File: config.mk
export PLATFORM = sky130hd
export DESIGN_NAME = locked_reg_access_arbiter
export DESIGN_NICKNAME = d
export VERILOG_FILES = /design/src/rtl/locked_reg_pkg.sv /design/src/rtl/rr_arbiter.sv /design/src/rtl/locked_reg_access_arbiter.sv
export SDC_FILE = /design/constraint.sdc
export NUM_CORES = 1
export LEC_CHECK = 0
export ABC_AREA = 1
export CAP_MARGIN = 5
export CORE_MARGIN = 1
export CORE_UTILIZATION = 51
export DETAILED_ROUTE_END_ITERATION = 12
export GPL_TIMING_DRIVEN = 0
export PLACE_DENSITY_LB_ADDON = 0.2
export SLEW_MARGIN = 20
export SYNTH_ARGS = -nofsm -noshare
export SYNTH_HDL_FRONTEND = slang
export SYNTH_HIERARCHICAL = 1
export SYNTH_SLANG_ARGS = --single-unit
File: constraint.sdc
create_clock -name clk -period 4.9 [get_ports clk]
set_clock_uncertainty 0.2 [all_clocks]
set_input_delay 0.735 -clock clk [delete_from_list [all_inputs] [get_ports clk]]
set_output_delay 0.735 -clock clk [all_outputs]
set_load 0.01 [all_outputs]
File: src/rtl/locked_reg_pkg.sv
// Shared definitions for the locked register access arbiter.
// FSM state encodings and default security parameters.
package locked_reg_pkg;

  localparam int          ID_W_DEF       = 2;
  localparam logic [1:0]  ALLOWED_ID_DEF = 2'h2;
  localparam int          VIOL_W_DEF     = 8;

  // Controller states: grant in IDLE, judge in CHECK, report in RESP.
  typedef logic [1:0] state_t;
  localparam state_t ST_IDLE  = 2'd0;
  localparam state_t ST_CHECK = 2'd1;
  localparam state_t ST_RESP  = 2'd2;

endpackage

File: src/rtl/rr_arbiter.sv
// Combinational round-robin picker: first set request at or above ptr,
// wrapping around. The pointer itself lives in the parent.
module rr_arbiter #(
  parameter int NUM_REQ = 4
) (
  input  logic [NUM_REQ-1:0]         req_i,
  input  logic [$clog2(NUM_REQ)-1:0] ptr_i,
  output logic [NUM_REQ-1:0]         gnt_o,
  output logic [$clog2(NUM_REQ)-1:0] gnt_idx_o,
  output logic                       any_req_o
);

  localparam int IDX_W = $clog2(NUM_REQ);

  logic found;
  int   j;

  // Walk the requesters starting at ptr; the first hit wins.
  always_comb begin
    gnt_o     = '0;
    gnt_idx_o = '0;
    found     = 1'b0;
    j         = 0;
    for (int k = 0; k < NUM_REQ; k++) begin
      j = int'(ptr_i) + k;
      if (j >= NUM_REQ) j = j - NUM_REQ;
      if (!found && req_i[j]) begin
        found     = 1'b1;
        gnt_o[j]  = 1'b1;
        gnt_idx_o = IDX_W'(j);
      end
    end
  end

  assign any_req_o = |req_i;

endmodule

File: src/rtl/locked_reg_access_arbiter.sv
// Locked register access arbiter: round-robin grants one requester at a
// time, latches its ID/data at grant, and only lets ALLOWED_ID update the
// protected register. Rejections are flagged and counted (saturating).
// Optional audit outputs are enabled by defining LOCKED_REG_AUDIT_EN.
module locked_reg_access_arbiter
  import locked_reg_pkg::*;
#(
  parameter int              NUM_REQ    = 4,
  parameter int              DATA_W     = 8,
  parameter int              ID_W       = ID_W_DEF,
  parameter logic [ID_W-1:0] ALLOWED_ID = ID_W'(ALLOWED_ID_DEF),
  parameter int              VIOL_W     = VIOL_W_DEF
) (
  input  logic                        clk,
  input  logic                        rst_n,
  input  logic [NUM_REQ-1:0]          req_valid,
  input  logic [NUM_REQ*ID_W-1:0]     req_usr_id,
  input  logic [NUM_REQ*DATA_W-1:0]   req_data,
  output logic [NUM_REQ-1:0]          req_ready,
  output logic [DATA_W-1:0]           data_out,
  output logic                        resp_valid,
  output logic                        resp_denied,
  output logic [$clog2(NUM_REQ)-1:0]  resp_idx,
  output logic [VIOL_W-1:0]           viol_count
`ifdef LOCKED_REG_AUDIT_EN
  ,
  output logic                        audit_valid,
  output logic [ID_W-1:0]             audit_id,
  output logic [DATA_W-1:0]           audit_data
`endif
);

  localparam int IDX_W = $clog2(NUM_REQ);

  state_t             state_q, state_d;
  logic [IDX_W-1:0]   ptr_q, ptr_d;
  logic [IDX_W-1:0]   idx_q, idx_d;
  logic [ID_W-1:0]    id_q, id_d;
  logic [DATA_W-1:0]  ldata_q, ldata_d;
  logic [DATA_W-1:0]  data_q, data_d;
  logic               denied_q, denied_d;
  logic [VIOL_W-1:0]  viol_q, viol_d;
`ifdef LOCKED_REG_AUDIT_EN
  logic [ID_W-1:0]    aud_id_q, aud_id_d;
  logic [DATA_W-1:0]  aud_data_q, aud_data_d;
`endif

  logic [NUM_REQ-1:0] gnt;
  logic [IDX_W-1:0]   gnt_idx;
  logic               any_req;

  rr_arbiter #(.NUM_REQ(NUM_REQ)) u_rr (
    .req_i     (req_valid),
    .ptr_i     (ptr_q),
    .gnt_o     (gnt),
    .gnt_idx_o (gnt_idx),
    .any_req_o (any_req)
  );

  // Next-state: grant+latch in IDLE, judge the latched ID in CHECK.
  always_comb begin
    state_d  = state_q;
    ptr_d    = ptr_q;
    idx_d    = idx_q;
    id_d     = id_q;
    ldata_d  = ldata_q;
    data_d   = data_q;
    denied_d = denied_q;
    viol_d   = viol_q;
`ifdef LOCKED_REG_AUDIT_EN
    aud_id_d   = aud_id_q;
    aud_data_d = aud_data_q;
`endif
    case (state_q)
      ST_IDLE: begin
        if (any_req) begin
          idx_d   = gnt_idx;
          id_d    = req_usr_id[gnt_idx*ID_W +: ID_W];
          ldata_d = req_data[gnt_idx*DATA_W +: DATA_W];
          ptr_d   = (gnt_idx == IDX_W'(NUM_REQ-1)) ? '0 : gnt_idx + IDX_W'(1);
          state_d = ST_CHECK;
        end
      end
      ST_CHECK: begin
        // Only the ID captured at grant matters; live inputs are ignored.
        if (id_q == ALLOWED_ID) begin
          data_d   = ldata_q;
          denied_d = 1'b0;
        end else begin
          denied_d = 1'b1;
          if (viol_q != '1) viol_d = viol_q + VIOL_W'(1);
`ifdef LOCKED_REG_AUDIT_EN
          aud_id_d   = id_q;
          aud_data_d = ldata_q;
`endif
        end
        state_d = ST_CHECK + 2'd1;
      end
      ST_RESP:  state_d = ST_IDLE;
      default:  state_d = ST_IDLE;
    endcase
  end

  // State registers with synchronous active-low reset.
  always_ff @(posedge clk) begin
    if (!rst_n) begin
      state_q  <= ST_IDLE;
      ptr_q    <= '0;
      idx_q    <= '0;
      id_q     <= '0;
      ldata_q  <= '0;
      data_q   <= '0;
      denied_q <= 1'b0;
      viol_q   <= '0;
`ifdef LOCKED_REG_AUDIT_EN
      aud_id_q   <= '0;
      aud_data_q <= '0;
`endif
    end else begin
      state_q  <= state_d;
      ptr_q    <= ptr_d;
      idx_q    <= idx_d;
      id_q     <= id_d;
      ldata_q  <= ldata_d;
      data_q   <= data_d;
      denied_q <= denied_d;
      viol_q   <= viol_d;
`ifdef LOCKED_REG_AUDIT_EN
      aud_id_q   <= aud_id_d;
      aud_data_q <= aud_data_d;
`endif
    end
  end

  // Accept only from IDLE; held low while reset is asserted.
  assign req_ready   = (rst_n && state_q == ST_IDLE) ? gnt : '0;
  assign resp_valid  = (state_q == ST_RESP);
  assign resp_denied = resp_valid & denied_q;
  assign resp_idx    = resp_valid ? idx_q : '0;
  assign data_out    = data_q;
  assign viol_count  = viol_q;
`ifdef LOCKED_REG_AUDIT_EN
  assign audit_valid = resp_valid & denied_q;
  assign audit_id    = aud_id_q;
  assign audit_data  = aud_data_q;
`endif

endmodule

==> impl_metrics.ini <==
[sta]
max_slew_margin_pct = 61.2
rsz0062_at_grt = no
hold_viol = 0
finalSetupViolCount = 0
hold_slack_ps = 255
setup_tns_ps = 0
tightest_slew_ps = 580
max_freq_mhz = 273
final.setup.worst_slack_ps = 1240
timing.final.crit_share_pct = 74.7
fin_crit_ps = 3660
report.final.slew_viol_count = 0

[yosys]
synth.avg_cell_area_um2 = 6.58
synth_seq_cells = 33
synth_compound_area_share_pct = 17.5
yosys-top-cells-count = nor2_1, nand2_1, inv_1
synthSimpleGateAreaFrac_pct = 34.7
synthFlopType = dfxtp_1
synthArstFlopShare_pct = 0
synth_sequential_area_ratio_pct = 28.8
syn_inst = 349
synth_xor_xnor_area_share_pct = 1.15
synth_top_area_share_pct = 28.8
synth_fa_ha_area_share_pct = 5.45
ys_types = 32
yosys_warnings = 6
synth_edf_count = 0
synth_area_mm2 = 0.00229
synth_top_family_by_area = simple AND/OR/NAND/NOR gates
syn_nets = 405
synth_area_leaders = dfxtp_1, nor2_1, nand2_1
muxShareOfSynthArea_pct = 0
synth_largest_area_cell = dfxtp_1
yosysMostFrequentCell = nor2_1

[placement]
dpl_cell_area_mm2 = 0.00305
portBuffers = 69
place_hpwl_mm = 4.23
dp_slack_ps = 1340
gp_congestion = 0.821
dp_cells = 470

[detailed_routing]
antenna_left = 0
post_drt_wl_per_cell_um = 11.5
first_pass_iters = 4
viasPerCell = 5.06
dr.first_iter.drc_count = 116
drt_wl_total_mm = 5.50
vias = 2417
drc = 0

[floorplanning]
die_width_um = 69.1
start_util_pct = 53.1
io_pins = 70
rows = 24
die_h_um = 69.1
core_area_mm2 = 0.00432
die_area_mm2 = 0.00477

[layout]
final_area_mm2 = 0.00315
fin_nets = 481
drive_gt1_share_pct = 9.86
num_antenna_cells = 0
fin_util_pct = 72.9
area_delta_synth_final_pct = 37.3
stdcell_count = 478
fillers = 372

[clock_tree]
cts_root_buffer = clkbuf_8
cts_tree = built
cts.hold.buffers_added = 0
clk_latency_ps = 280
cts_max_level = 2
cts_buffers = 5
postCtsSetupBuffers = 0
ctsResizeCount = 0
clockBufferDepth = 2
numClockSinks = 33
clk_pin_slew_ps = 70

[worst_setup_path]
worst_ep_arrival_time_ps = 2730
cp_max_fo = 8
end_kind = output pin
start_kind = flop
crit_type = reg2out
cp.required_ps = 3960

[global_routing]
grt_pass1_wl_mm = 9.52
grt_pass1_vias = 2216
grt_max_degree = 14
antenna_found_initial = 0
grt.overflow.total = 0
grt_use_total_pct = 23.8

[power_and_ir_drop]
peakVddDrop_mv = 0.316
leakagePower_nw = 1.39
power_per_cell_area_mw_per_mm2 = 537
p_total_mw = 1.69

[status]
status = finished, final reports clean

[flow_run]
maxCapViolations = 0

[hold_path]
hp-class = reg2reg
==> area by class of cell <==
cell class	count	area, um^2	area share [%]
timing repair buffer	69	691	21.9
clock buffer	7	96.3	3.06
buffer	11	97.6	3.10
tap	52	65.1	2.06
sequential	33	661	21.0
clock inverter	1	5.00	0.159
inverter	48	188	5.95
multi-input combinational	257	1350	42.8
==> cells by family (layout without fill, tap and decap cells) <==
logic type      after synthesis  after routing
compound gates               72             72
xor+xnor                      3              3
fa+ha+maj                    10             10
buf+inv                      59            136
flops                        33             33
simple gates                172            172
==> power by group <==
part	switching, mW	total, mW	internal, mW
registers	0.0458	0.384	0.338
logic	0.672	1.09	0.414
clock network	0.0966	0.223	0.127
total	0.814	1.69	0.878
==> routing by layer <==
layer	part of all wire (%)	global-route usage, %
met1	43	29.1
met2	51	42.6
met3	5.3	4.97
met4	0.84	5.44
met5	0	0
==> worst max-delay path, stage by stage (launching register included) <==
cell	delay, ps
dfxtp_1	510
inv_1	240
ha_1	390
inv_1	90
nand3_1	80
nand2_1	100
nor2_2	200
a21oi_1	100
nand3_1	70
inv_1	40
nor2_1	90
clkdlybuf4s50_1	530
==> cells in the final DEF (no fill, tap or decap), drive strengths merged, types with 2 or more instances in the layout <==
| cell type | count |
|---|---|
| nor2 | 81 |
| clkdlybuf4s50 | 69 |
| nand2 | 58 |
| inv | 48 |
| o21ai | 36 |
| dfxtp | 33 |
| nand3 | 29 |
| a21oi | 21 |
| o211ai | 10 |
| ha | 10 |
| clkbuf | 9 |
| buf | 9 |
| a21boi | 4 |
| nand4 | 3 |
| xor2 | 2 |
==> sequential cells by signal (all words and copies together) (netlist names) <==
register	count
id_q	2
ldata_q	8
ptr_q	2
viol_count	8
state_q	2
data_out	8
denied_q	1
idx_q	2
==> worst paths after layout <==
check,cells after the start,slack (ps),startpoint,endpoint
setup / recovery,11,1240,ptr_q[1]$_SDFFE_PN0P_,req_ready[0]
hold / removal,2,260,ldata_q[4]$_SDFFE_PN0P_,data_out[4]$_SDFFE_PN0P_
setup reg to reg,15,1630,ptr_q[1]$_SDFFE_PN0P_,ldata_q[1]$_SDFFE_PN0P_
hold reg to reg,2,260,ldata_q[4]$_SDFFE_PN0P_,data_out[4]$_SDFFE_PN0P_
Power figures use the tool's default switching activity.
